[src/rtl/hazard_ctrl_pkg.sv]
// Shared hazard-control definitions: mul/div FSM encoding
// and default unit latencies used by the mul/div datapath.
package hazard_ctrl_pkg;

  typedef enum logic {
    IDLE = 1'b0,
    BUSY = 1'b1
  } md_state_e;

  localparam int MUL_LAT_DEF = 4;
  localparam int DIV_LAT_DEF = 32;
  localparam int CNT_W_DEF   = 6;

endpackage

[src/rtl/hazard_ctrl_md_latency_tracker.sv]
// Tracks occupancy of the multi-cycle HI/LO unit:
// busy for LAT-1 cycles after launch, done on the last one.
module md_latency_tracker
  import hazard_ctrl_pkg::*;
#(
  parameter int MUL_LAT = MUL_LAT_DEF,
  parameter int DIV_LAT = DIV_LAT_DEF,
  parameter int CNT_W   = CNT_W_DEF
) (
  input  logic clk,
  input  logic rst,
  input  logic go,
  input  logic is_div,
  output logic busy,
  output logic done
);

  localparam logic [CNT_W-1:0] MUL_INIT = CNT_W'(MUL_LAT - 1);
  localparam logic [CNT_W-1:0] DIV_INIT = CNT_W'(DIV_LAT - 1);
  localparam logic [CNT_W-1:0] LAST     = CNT_W'(1);

  md_state_e        state;
  logic [CNT_W-1:0] cnt;

  always_ff @(posedge clk) begin
    if (rst) begin
      state <= IDLE;
      cnt   <= '0;
    end else begin
      unique case (state)
        IDLE: begin
          if (go) begin
            state <= BUSY;
            cnt   <= is_div ? DIV_INIT : MUL_INIT;
          end
        end
        BUSY: begin
          cnt <= cnt - LAST;
          if (cnt == LAST) state <= IDLE;
        end
      endcase
    end
  end

  assign busy = (state == BUSY);
  assign done = busy && (cnt == LAST);

endmodule

[src/rtl/hazard_ctrl.sv]
// Stall/flush control for hazards the bypass network cannot
// resolve: load-use, busy HI/LO unit and taken-branch squash.
module hazard_ctrl
  import hazard_ctrl_pkg::*;
#(
  parameter int MUL_LAT = MUL_LAT_DEF,
  parameter int DIV_LAT = DIV_LAT_DEF,
  parameter int CNT_W   = CNT_W_DEF
) (
  input  logic        clk,
  input  logic        rst,
  input  logic [4:0]  rf_raddr0_ID,
  input  logic [4:0]  rf_raddr1_ID,
  input  logic        rs_used_ID,
  input  logic        rt_used_ID,
  input  logic        rf_wen_EX,
  input  logic [4:0]  rf_waddr_EX,
  input  logic        mem_read_EX,
  input  logic        md_start_ID,
  input  logic        md_is_div_ID,
  input  logic        hilo_access_ID,
  input  logic        branch_taken_EX,
  output logic        stall_IF,
  output logic        stall_ID,
  output logic        bubble_EX,
  output logic        flush_ID,
  output logic        md_go,
  output logic        md_busy,
  output logic        md_done,
  output logic [31:0] stall_cnt
);

  logic rs_hit;
  logic rt_hit;
  logic lu;
  logic mdh;
  logic stall;

  assign rs_hit = rs_used_ID && (rf_raddr0_ID == rf_waddr_EX);
  assign rt_hit = rt_used_ID && (rf_raddr1_ID == rf_waddr_EX);

  // r0 writes are discarded, so they never create a dependency
  assign lu = mem_read_EX && rf_wen_EX &&
              (rf_waddr_EX != 5'd0) && (rs_hit || rt_hit);

  assign mdh   = md_busy && (md_start_ID || hilo_access_ID);
  assign stall = (lu || mdh) && !branch_taken_EX;

  assign stall_IF  = stall;
  assign stall_ID  = stall;
  assign bubble_EX = stall;
  assign flush_ID  = branch_taken_EX;

  assign md_go = md_start_ID && !md_busy &&
                 !lu && !branch_taken_EX;

  md_latency_tracker #(
    .MUL_LAT (MUL_LAT),
    .DIV_LAT (DIV_LAT),
    .CNT_W   (CNT_W)
  ) u_md_trk (
    .clk    (clk),
    .rst    (rst),
    .go     (md_go),
    .is_div (md_is_div_ID),
    .busy   (md_busy),
    .done   (md_done)
  );

  always_ff @(posedge clk) begin
    if (rst) begin
      stall_cnt <= '0;
    end else if (stall && (stall_cnt != '1)) begin
      stall_cnt <= stall_cnt + 32'd1;
    end
  end

endmodule

[config.mk]
export PLATFORM = sky130hd
export DESIGN_NAME = hazard_ctrl
export DESIGN_NICKNAME = d
export VERILOG_FILES = /design/src/rtl/hazard_ctrl_pkg.sv /design/src/rtl/hazard_ctrl_md_latency_tracker.sv /design/src/rtl/hazard_ctrl.sv
export SDC_FILE = /design/constraint.sdc
export NUM_CORES = 1
export LEC_CHECK = 0
export ABC_CLOCK_PERIOD_IN_PS = 2900
export CAP_MARGIN = 10
export CORE_MARGIN = 1.5
export CORE_UTILIZATION = 40
export CTS_BUF_LIST = sky130_fd_sc_hd__clkbuf_4
export CTS_CLUSTER_SIZE = 40
export DETAILED_ROUTE_END_ITERATION = 12
export GPL_ROUTABILITY_DRIVEN = 0
export GPL_TIMING_DRIVEN = 0
export PLACE_DENSITY = 0.69
export REMOVE_ABC_BUFFERS = 1
export SKIP_LAST_GASP = 1
export SYNTH_ARGS = -nofsm -noshare
export SYNTH_HDL_FRONTEND = slang
export SYNTH_SLANG_ARGS = --single-unit
[constraint.sdc]
create_clock -name clk -period 2.9 [get_ports clk]
set_input_delay 0.58 -clock clk [delete_from_list [all_inputs] [get_ports clk]]
set_output_delay 0.58 -clock clk [all_outputs]
set_load 0.01 [all_outputs]
======== Word-level counts from Yosys, hierarchy flattened ========
Cells that the tools add are included.
operators by class
  $add $sub $neg .......................... 2
  $mul .................................... 0
  divide/modulo/power cells ............... 0
  magnitude comparators ................... 0
  equality and inequality tests ........... 5
  shift-type cells ........................ 0
  mux-type cells .......................... 6
  bitwise operators ....................... 1
  reductions and logical operators ........ 19
operators by type and width
  operator               count
  $add 32x1->32 const B  1
  $ne 32x32->1 const B   1
  $logic_and 1x1->1      12
  $pmux 6 s2             1
  $eq 5x5->1             2
  $eq 6x1->1 const B     1
  $mux 6                 1
  $sub 6x1->6 const B    1
  $mux 5                 1
  $reduce_bool 5->1      1
  $logic_not 1->1        3
  $logic_or 1x1->1       3
  $mux 1                 2
  $ne 2x2->1 const B     1
  $pmux 1 s2             1
  $not 1->1              1
storage, ports and cells
  flip-flop bits (word level) ............. 39
  bits in latches ......................... 0
  RAM bits ................................ 0
  memory bits (read-only) ................. 0
  output and inout bits ................... 39
  word-level logic and storage cells ...... 36
  memories kept ........................... 0

======== Depth between registers and ports, before layout ========
  word-level depth ........................ 9
  mapped depth ............................ 9

======== Cells and area by module ========
Synthesis repeated with hierarchy kept, for this count alone.
unflattened totals
  cells, all modules ...................... 274
  area total of the unflattened synthesis .. 2285.9 um^2
modules (own cells, without submodules)
  module              instances  cells each  area an instance (um^2)
  hazard_ctrl         1          234         1901.8
  md_latency_tracker  1          40          384.1

======== Worst setup path after synthesis ========
No wires, ideal clock.
  path type ............................... in2out
  from .................................... input rf_waddr_EX[0]
  to ...................................... output stall_ID
  arrival ................................. 1855 ps
  required time ........................... 2320 ps
  slack ................................... 465 ps
  stages on the path ...................... 6
  cell sequence ........................... or4_1 > o211ai_1 > a21oi_1 > nand2_1 > inv_1 > buf_4
between the ends
  cells in the longest elaborated chain, start to end .. 6
RTL lines
  what                                         line                                  RTL
  start: declaration                           hazard_ctrl.sv:17                     input logic [4:0] rf_waddr_EX,
  $eq 5x5->1, on equally long branches         hazard_ctrl.sv:39, hazard_ctrl.sv:40
  $logic_and 1x1->1, on equally long branches  hazard_ctrl.sv:39, hazard_ctrl.sv:40
  $logic_or 1x1->1                             hazard_ctrl.sv:44                     (rf_waddr_EX != 5'd0) && (rs_hit || rt_hit);
  $logic_and 1x1->1 (*)                        hazard_ctrl.sv:44
  $logic_or 1x1->1 (*)                         hazard_ctrl.sv:47                     assign stall = (lu || mdh) && !branch_taken_EX;
  $logic_and 1x1->1 (*)                        hazard_ctrl.sv:47
  end: declaration                             hazard_ctrl.sv:24                     output logic stall_ID,
Mark *: on every way between the ends. The rest lies on a longest branch, timed or not.

======== Worst setup path after layout ========
  from .................................... input rf_waddr_EX[0]
  to ...................................... output bubble_EX
between the ends
  cells in the longest elaborated chain, start to end .. 6
RTL lines
  what                                         line                                  RTL
  $eq 5x5->1, on equally long branches         hazard_ctrl.sv:39, hazard_ctrl.sv:40
  $logic_and 1x1->1, on equally long branches  hazard_ctrl.sv:39, hazard_ctrl.sv:40
  $logic_or 1x1->1                             hazard_ctrl.sv:44
  $logic_and 1x1->1 (*)                        hazard_ctrl.sv:44
  $logic_or 1x1->1 (*)                         hazard_ctrl.sv:47
  $logic_and 1x1->1 (*)                        hazard_ctrl.sv:47
  end: declaration                             hazard_ctrl.sv:25                     output logic bubble_EX,
Marked as above.

==> summary.md <==
| Metric | Value |
|---|---|
| Post-synthesis sequential area ratio | `about 36%` |
| Final count of pins violating max slew | `0` |
| Seq pwr share | `51.7%` |
| R2R Path Start | `stall_cnt[0]` |
| Worst Path Required | `approximately 2.3 ns` |
| # nets final | `between 300 and 400` |
| Storage cell area | `a little under 800 sq um` |
| Post-synth EDFFs | `0` |
| Initial Util | `42.0%` |
| Cell area after synthesis | `roughly 2200 sq um` |
| # IOs | `between 60 and 70` |
| Post-Synth XOR/XNOR Area | `4.41%` |
| Filler cells | `495` |
| Pin count of the biggest net entering global routing | `between 40 and 50` |
| Internal power | `between 800 and 900 uW` |
| CP peak stage delay | `about 0.52 ns` |
| Share of layout cells above drive strength 1 | `under 10%` |
| Sw Pwr | `around 280 uW` |
| IO Port Bufs | `63` |
| Synth area leaders | `dfxtp_1, or4_1, a21oi_1` |
| # setup viols final | `0` |
| Worst setup startpoint | `rf_waddr_EX[0]` |
| Sw Share | `around a quarter` |
| Reg clk slew, reported paths | `around 0.12 ns` |
| Slew @ Worst Pin | `0.765 ns` |
| Clock skew | `just under 0.009 ns` |
| CTS max path bufs | `2` |
| Drt first pass iters | `5` |
| Fin crit share | `96.0%` |
| Final ANT Viol Nets | `0` |
| CTS Sinks | `39` |
| CTS Hold Bufs | `0` |
| Maximum vdd drop | `~240 uV` |
| Detail Placement HPWL | `a little under 4000 um` |
| Logic pwr share | `between 10% and 20%` |
| Root buffer cell | `clkbuf_4` |
| Status | `finished clean` |
| Total gr overflow | `0` |
| Die area | `between 5000 and 6000 sq um` |
| Most instantiated cells after synthesis | `dfxtp_1, nand2_1, a21oi_1` |
| Static leakage | `between 0.0009 and 0.001 uW` |
| Area Growth Syn to Fin | `37.8%` |
| Yosys warnings | `0` |
| Max-cap viol count | `0` |
| Post-synthesis simple-gate area fraction | `30.7%` |
| Hold_sp | `u_md_trk.cnt[5]` |
| Relative slew margins | `about half` |
| # rows | `26` |
| Synthesis-stage register bit count | `39` |
| RSZ-0062 raised after global routing | `false` |
| Top cell type's share of synthesized area | `35.7%` |
| Die Span Y | `just under 80 um` |
| Footprint of the multi-input gates | `roughly 1300 sq um` |
| Vias in the first global route | `between 2,000 and 2,500` |
| Setup crit start kind | `input pin` |
| Synth Area in Adders | `about 1.7%` |
| Initial DRC Count | `~130` |
| # diodes | `0` |
| Die X | `76.9 um` |
| Crit path max fanout | `3` |
| First-pass GRT wire length | `roughly 10,000 um` |
| Total power | `~1100 uW` |
| HP Class | `reg -> reg` |
| Synth Area in Compound Gates | `roughly a fifth` |
| CTS Buf Count | `5` |
| Top-count cell post-synth | `dfxtp_1` |
| Core Area | `between 5000 and 6000 sq um` |
| DRC | `0` |
| Type of element capturing the critical path | `primary output` |
| Initial antenna violation count | `0` |
| Setup CP Type | `in -> out` |
| Ys async rst share | `0%` |
| Number of H-tree levels | `2` |
| Leading area contributor after synthesis | `dfxtp_1` |
| Via Count | `~2,300` |
| Final Hold Fails | `0` |
| Avg Synthesized Cell Area | `roughly 8.0 sq um` |
| Detailed Route WL | `slightly below 6000 um` |
| Vias/cell | `5.62` |
| Main synth FF type | `dfxtp_1` |
| Cell area power density | `between 300 and 400 nW/um^2` |
| Slowest-stage cell, CP | `or4_1` |
| Arrival time worst endpoint | `between 2 and 2.5 ns` |
| CTS tree | `built` |
| Multiplexer area fraction after synthesis | `3.03%` |
| Worst-path cell chain | `dlygate4sd2_1 > or4_1 > o211ai_1 > a21oi_2 > nand2_2 > inv_1 > dlygate4sd2_1` |
| Max frequency | `359 MHz` |
| Clk Latency, worst-skew pair | `around 0.36 ns` |
| Post-synthesis cell type count | `44` |
| Overall Global Routing Usage | `about a fifth` |
| CP most frequent cell | `dlygate4sd2_1` |
| Main combinational cell family by area after synthesis | `simple AND/OR/NAND/NOR gates` |
| Period minus WS final | `between 2 and 3 ns` |
| Cells after synthesis | `~270` |
| Average wire per standard cell | `approximately 14 um` |
| WHS | `just under 0.5 ns` |
| Clock power frac | `a little over a third` |
| Fin util | `between 50% and 60%` |
registers in the layout, indices dropped and copies added (netlist names):
register,cells
stall_cnt,32
u_md_trk.cnt,6
u_md_trk.busy,1
worst max-delay path: cells and delay by family:
kind | cells | cell delay [ns]
compound gates | 2 | 0.39
simple gates | 2 | 0.61
buf+inv | 3 | 0.62
repair_timing:
| action | 4_1_cts | 5_1_grt |
|---|---|---|
| pin swaps | 7 | 2 |
| resized for setup | 13 | 4 |
| endpoints found under the setup margin | 25 | 5 |
| setup buffers | 8 | 0 |
| endpoints found under the hold margin | 0 | 0 |
| gates cloned | 2 | 0 |
cells by family after synthesis:
family	Yosys count
muxes	6
buffers and inverters	26
DFF	39
adders and majority gates	3
xor gates and xnor gates	11
AOI/OAI and AO/OA	64
and+or+nand+nor	123
metal layers:
layer | part of all wire [%] | track usage (%)
met3 | 3.2 | 2.74
met2 | 48 | 33.8
met4 | 1.3 | 6.30
met1 | 47 | 28.7
met5 | 0 | 0
power by group through the flow:
stage                     Clock (uW)  Combinational, uW  Sequential (uW)
final                            377                145              558
after CTS                        384                144              557
after global placement             0                128              569
after global routing             408                160              560
after floorplan                    0               62.4              567
after detailed placement           0                129              569
final timing paths:
kind,end,slack [ns],cells after the start
setup / recovery,bubble_EX,0.12,7
hold / removal,u_md_trk.cnt[5],0.50,1
setup reg to reg,stall_cnt[23],0.13,7
hold reg to reg,u_md_trk.cnt[5],0.50,1
layout make-up:
class / count / share of cell area, %
timing repair buffer: 71 / 22.7
tap: 70 / 2.91
clock inverter: 3 / 1.45
sequential: 39 / 25.9
inverter: 11 / 1.37
clock buffer: 5 / 1.25
multi-input combinational: 209 / 44.4
stage by stage:
stage               setup slack, ns  instances  setup TNS [ns]  instance area [sq um]
floorplan                     0.274        257               0                   2110
finish                        0.117        408               0                   3010
CTS                          0.0200        408               0                   3000
detailed placement           -0.787        390          -17.76                   2820
global placement             -0.771        390          -17.30                   2830
global route               0.000191        408               0                   3010
placed cells by master (no fill, tap or decap), drive strengths merged, types with 7 or more instances in the layout:
cell type      netlist  routed
xnor2               10      10
dfxtp               39      39
nor2                20      20
clkdlybuf4s50        0      54
a21oi               24      24
nand2               30      30
buf                  7       9
dlygate4sd2          0       7
nand3               15      15
nand4                7       7
inv                 11      11
or3                  7       7
o31ai               15      15
or4                 17      17
(Power assumes the default switching activity.)
==> RTL change 1, RTL diff (config.mk and constraints unchanged) <==
`CNT_W_DEF`: 6 -> 12.
--- a/src/rtl/hazard_ctrl_pkg.sv
+++ b/src/rtl/hazard_ctrl_pkg.sv
@@ -9,7 +9,7 @@
 
   localparam int MUL_LAT_DEF = 4;
   localparam int DIV_LAT_DEF = 32;
-  localparam int CNT_W_DEF   = 6;
+  localparam int CNT_W_DEF   = 12;
 
 endpackage
 
Function: same outputs for any inputs over 10 cycles, from zero or initial values and one cycle with rst high; that may be too few to reach the edited logic, so the function may still have changed.
==> RTL change 1 against the original RTL <==
Register-to-register slack improved by 0.39 ns; maximum frequency fell by 2.4%; final cell count rose by 4.7%; clock power fell by 22%; synthesized area rose by 9.0%; sequential power rose by 17%; non-clock buffer count fell by 3; count of clock-buffer cells in the layout did not move; worst setup slack got worse by 0.069 ns; power rose by 3.3%; sequential cell count rose by 6; combinational power rose by 14%; final area rose by 4.3%; wire length fell by 4.9%; largest cell class unchanged; largest power group unchanged.
==> RTL change 1: results (changes against the original RTL) <==
stage,metric,value,unit,change
logic_synthesis,seq_area_frac_synth,0.378,,+0.0208
logic_synthesis,synthTopCellsByCount,"dfxtp_1, a21oi_1, nand2_1, or3_1",,
placement,place_inst,414,,+6.2%
routing,wl_met3,183,µm,-4.2%
layout,drive_gt1_frac,0.0817,,-0.0100
critical_path,crit_path_start,rf_waddr_EX[0],,
worst_hold_path,worstHoldStart,u_md_trk.cnt[11],,
critical_path,r2r_start,u_md_trk.busy,,
global_routing,grt_pass1_wl,9300,µm,-9.0%
timing,slew_headroom,0.435,,-0.0553
layout,final_nets,382,,+4.7%
timing,worst_hold_slack,0.497,ns,-0.000623 ns
critical_path,crit_fanout,6,,+3
timing,skew,0.0143,ns,+0.00537 ns
global_routing,use_met1,0.239,,-0.0475
worst_hold_path,hold_end,u_md_trk.cnt[11],,
critical_path,rr_worst_depth,5,,-2
critical_path,reg2reg_to,stall_cnt[23],,
power,p_clk_frac,0.264,,-0.085
logic_synthesis,synth.area.top_cells,"dfxtp_1, a21oi_1, or3_1, xnor2_1, nand4_1",,
global_routing,grt_max_degree,48,,+12%
global_routing,grt.total_usage,0.181,,-0.0278
clock_network,cts_setup_buffers,3,,-5
routing,post_drt_wl_per_cell,13.1,µm,-9.2%
critical_path,cp.arrival,2.27,ns,+0.07 ns
critical_path,slowest_delay,0.55,ns,+0.03 ns
placement,dp_hpwl,4030,µm,+4.3%
power,peakVddDrop,0.231,mV,-4.7%
routing,vias,2333,,+1.7%
power,cell_internal_pwr,812,µW,+1.4%
routing,drt_iter0_drc,98,,-27%
critical_path,path_delay_family,simple AND/OR/NAND/NOR gates,,
routing,first_pass_iters,4,,-1
routing,wl,5590,µm,-4.9%
logic_synthesis,ys_types,45,,+2.3%
layout,fillers,537,,+8.5%
critical_path,r2r_slack,0.52,ns,+0.39 ns
power,pg_comb,166,µW,+14%
power,leakage,0.00103,µW,+3.0%
power,switching_power,303,µW,+8.9%
routing,wirelength_met1,2730,µm,-1.8%
global_routing,met3_usage,0.0330,,+0.00557
timing,min_period,2.85,ns,+0.0691 ns
routing,dr_wl_met2,2630,µm,-7.1%
worst_hold_path,holdPathStages,2,,+1
global_routing,met2_usage,0.297,,-0.0406
clock_network,clkSlewWorstSetupHoldPaths,0.14,ns,+0.02 ns
logic_synthesis,synth_cells,293,,+7.7%
placement,post-place-ws,-0.913,ns,-0.126 ns
outcome,outcome,"finished, final reports clean",,
## RTL change 1: cell count changes after synthesis, sizes merged, moves of 6 or more
cell   before  now
a21oi      24   33
dfxtp      39   45
nand2      30   23
nand4       7   16
o21ai       6   21
o31ai      15    5
or3         7   22
or4        17   10
## RTL change 1: cells by family after synthesis
| logic type | after synthesis | synth area share |
|---|---|---|
| compound gates | 72 | 0.178 |
| xor+xnor | 17 | 0.0624 |
| simple gates | 130 | 0.308 |
| mux | 2 | 0.00892 |
| fa+ha+maj | 3 | 0.0157 |
| buf+inv | 24 | 0.0483 |
| flops | 45 | 0.378 |
## RTL change 1: layout make-up
class	count	area, µm²	area share
Tap cell	72	90.1	0.0287
Multi-Input combinational cell	224	1400	0.447
Clock inverter	3	17.5	0.00557
Clock buffer	5	37.5	0.0119
Sequential cell	45	902	0.287
Timing Repair Buffer	68	654	0.208
Inverter	10	37.5	0.0119
==> RTL change 2, RTL diff (config.mk and constraints unchanged) <==
Made on the original files. Put one more register stage on the output `stall_cnt`, cleared by the reset. The value now appears one clock later. The other outputs are not delayed to match.
--- a/src/rtl/hazard_ctrl.sv
+++ b/src/rtl/hazard_ctrl.sv
@@ -29,6 +29,8 @@
   output logic        md_done,
   output logic [31:0] stall_cnt
 );
+
+  logic [31:0] stall_cnt_s0;
 
   logic rs_hit;
   logic rt_hit;
@@ -69,9 +71,17 @@
 
   always_ff @(posedge clk) begin
     if (rst) begin
+      stall_cnt_s0 <= '0;
+    end else if (stall && (stall_cnt_s0 != '1)) begin
+      stall_cnt_s0 <= stall_cnt_s0 + 32'd1;
+    end
+  end
+
+  always_ff @(posedge clk) begin
+    if (rst) begin
       stall_cnt <= '0;
-    end else if (stall && (stall_cnt != '1)) begin
-      stall_cnt <= stall_cnt + 32'd1;
+    end else begin
+      stall_cnt <= stall_cnt_s0;
     end
   end
 
Behaviour: not the same (Yosys sat finds a counterexample within 4 cycles, from zero or initial values and one cycle with rst high).
==> RTL change 2 against the original RTL <==
Sequential cell count up 32; final area up 29%; synthesized area up 38%; sequential share of layout area up 11 points; wire length up 8.7%; power up 51%; die area up 36%; worst setup slack worse by 0.098 ns; critical path type unchanged; critical endpoint is now stall_ID.
==> RTL change 2: results (changes against the original RTL) <==
stage,metric,value,unit,change
global_routing,grt_pass1_vias,2356,,+8.7%
clock_network,h-tree-depth,3,,+1
worst_hold_path,hp-class,flop to flop,,
layout,clk_share,0.0245,,-0.00251
layout,seq_area_frac,0.366,,+0.107
clock_network,root_buffer,clkbuf_4,,
layout,inv_count,8,,-3
logic_synthesis,synth_adder_area_share,0.0124,,-0.00471
clock_network,clk_latency,0.40,ns,+0.04 ns
floorplan,n_tap_cell,99,,+41%
routing,first_pass_iters,4,,-1
placement,place_inst,480,,+23%
routing,via_per_inst,5.28,,-6.0%
critical_path,path_delay_family,buffers and inverters,,
clock_network,cts_made_buffers,9,,+4
global_routing,grt_pass1_wl,10800,µm,+5.3%
layout,clockBufferCount,11,,+6
logic_synthesis,synth_compound_area_frac,0.0846,,-0.104
layout,signal_buffers,73,,+2.8%
layout,final_nets,429,,+18%
timing,skew,0.0128,ns,+0.00385 ns
routing,drt_iter0_drc,110,,-18%
logic_synthesis,ys_types,40,,-9.1%
outcome,outcome,"finished, final reports clean",,
placement,dp_hpwl,4410,µm,+14%
critical_path,cp.arrival,2.30,ns,+0.10 ns
layout,nMultiInputCombCells,238,,+14%
clock_network,clkSlewWorstSetupHoldPaths,0.10,ns,-0.02 ns
layout,buffer_area_frac,0.180,,-0.0468
logic_synthesis,synth_cells,334,,+23%
power,leakage,0.00144,µW,+44%
logic_synthesis,synth.area.top_cells,"dfxtp_1, nor2b_1, nand2_1, mux2_2, or4_1",,
logic_synthesis,synth-xor-area-share,0.0349,,-0.00920
logic_synthesis,ys_warn_count,0,,unchanged
logic_synthesis,seq_area_frac_synth,0.471,,+0.114
timing,worstMarginPinSlew,0.906,ns,+0.141 ns
placement,post-place-ws,-0.918,ns,-0.131 ns
layout,multi_input_area_share,0.390,,-0.0543
clock_network,cts_buffer_depth,2,,unchanged
global_routing,grt_max_degree,40,,-7.0%
routing,wl,6390,µm,+8.7%
placement,placed_area,0.00371,mm²,+32%
logic_synthesis,muxShareOfSynthArea,0.0444,,+0.0141
critical_path,r2r_start,stall_cnt_s0[22],,
global_routing,antenna_found_initial,0,,unchanged
layout,seq_cells,71,,+82%
power,power_density,418,mW/mm²,+17%
critical_path,crit_slowest_cell,or4_1,,
global_routing,grt.total_usage,0.164,,-0.0447
layout,fillers,728,,+47%
logic_synthesis,synthTopCellsByCount,"dfxtp_1, nand2_1, nor2b_1, nor2_1, o21ai_0",,
layout,drive_gt1_frac,0.109,,+0.0172
logic_synthesis,async_flop_share,0,,unchanged
worst_hold_path,worstHoldStart,stall_cnt_s0[5],,
power,peakVddDrop,0.165,mV,-32%
layout,stdcell_count,503,,+23%
layout,reg_top3,"stall_cnt (32), stall_cnt_s0 (32), u_md_trk.cnt (6)",,
RTL change 2: cell types whose count changed in the layout (fill, tap and decap cells not counted), sizes merged, moves of 4 or more:
cell / unedited run / this run
mux2: 5 / 11
nand2: 30 / 34
a21oi: 24 / 9
clkbuf: 6 / 12
nor2b: 5 / 31
o21ai: 6 / 19
nor3: 6 / 10
nand4: 7 / 14
o31ai: 15 / 0
dfxtp: 39 / 71
RTL change 2: final timing paths:
| path | slack (ns) | depth (start not counted) | end |
|---|---|---|---|
| worst min-delay path | 0.51 | 1 | stall_cnt[5] |
| worst max-delay path | 0.02 | 7 | stall_ID |
| worst max register to register | 0.31 | 7 | stall_cnt_s0[11] |
| worst min register to register | 0.51 | 1 | stall_cnt[5] |
RTL change 2: cells by family after synthesis:
family	count (synthesis)
muxes	12
DFF	71
AOI/OAI and AO/OA	41
adders and majority gates	3
and+or+nand+nor	169
buffers and inverters	26
xor gates and xnor gates	12
RTL change 2: where the power goes:
group	switching (µW)	internal [µW]	total [µW]
clock network	302	180	482
logic	71.5	75.5	147
registers	12.5	984	997
RTL change 2: routing by layer:
| layer | vias to the layer above | share of wire | track usage |
|---|---|---|---|
| met4 | 0 | 0.011 | 0.0873 |
| met1 | 1250 | 0.48 | 0.210 |
| li1 | 1325 | - | - |
| met2 | 76 | 0.46 | 0.261 |
| met5 | - | 0 | 0 |
| met3 | 7 | 0.045 | 0.0296 |
RTL change 2: repair_timing:
item / 4_1_cts / 5_1_grt
cloned: 1 / 0
setup endpoints to repair: 4 / 4
resized for setup: 15 / 1
pin swaps: 3 / 2
buffers inserted: 5 / 3
RTL change 2: worst register-to-register path: stages (launching register included):
cell and delay [ns]:
dfxtp_1 0.42, nand2_1 0.16, nor4_1 0.59, nand4_1 0.21, o211ai_1 0.44, buf_4 0.33
nor3_1 0.07, mux2_2 0.27
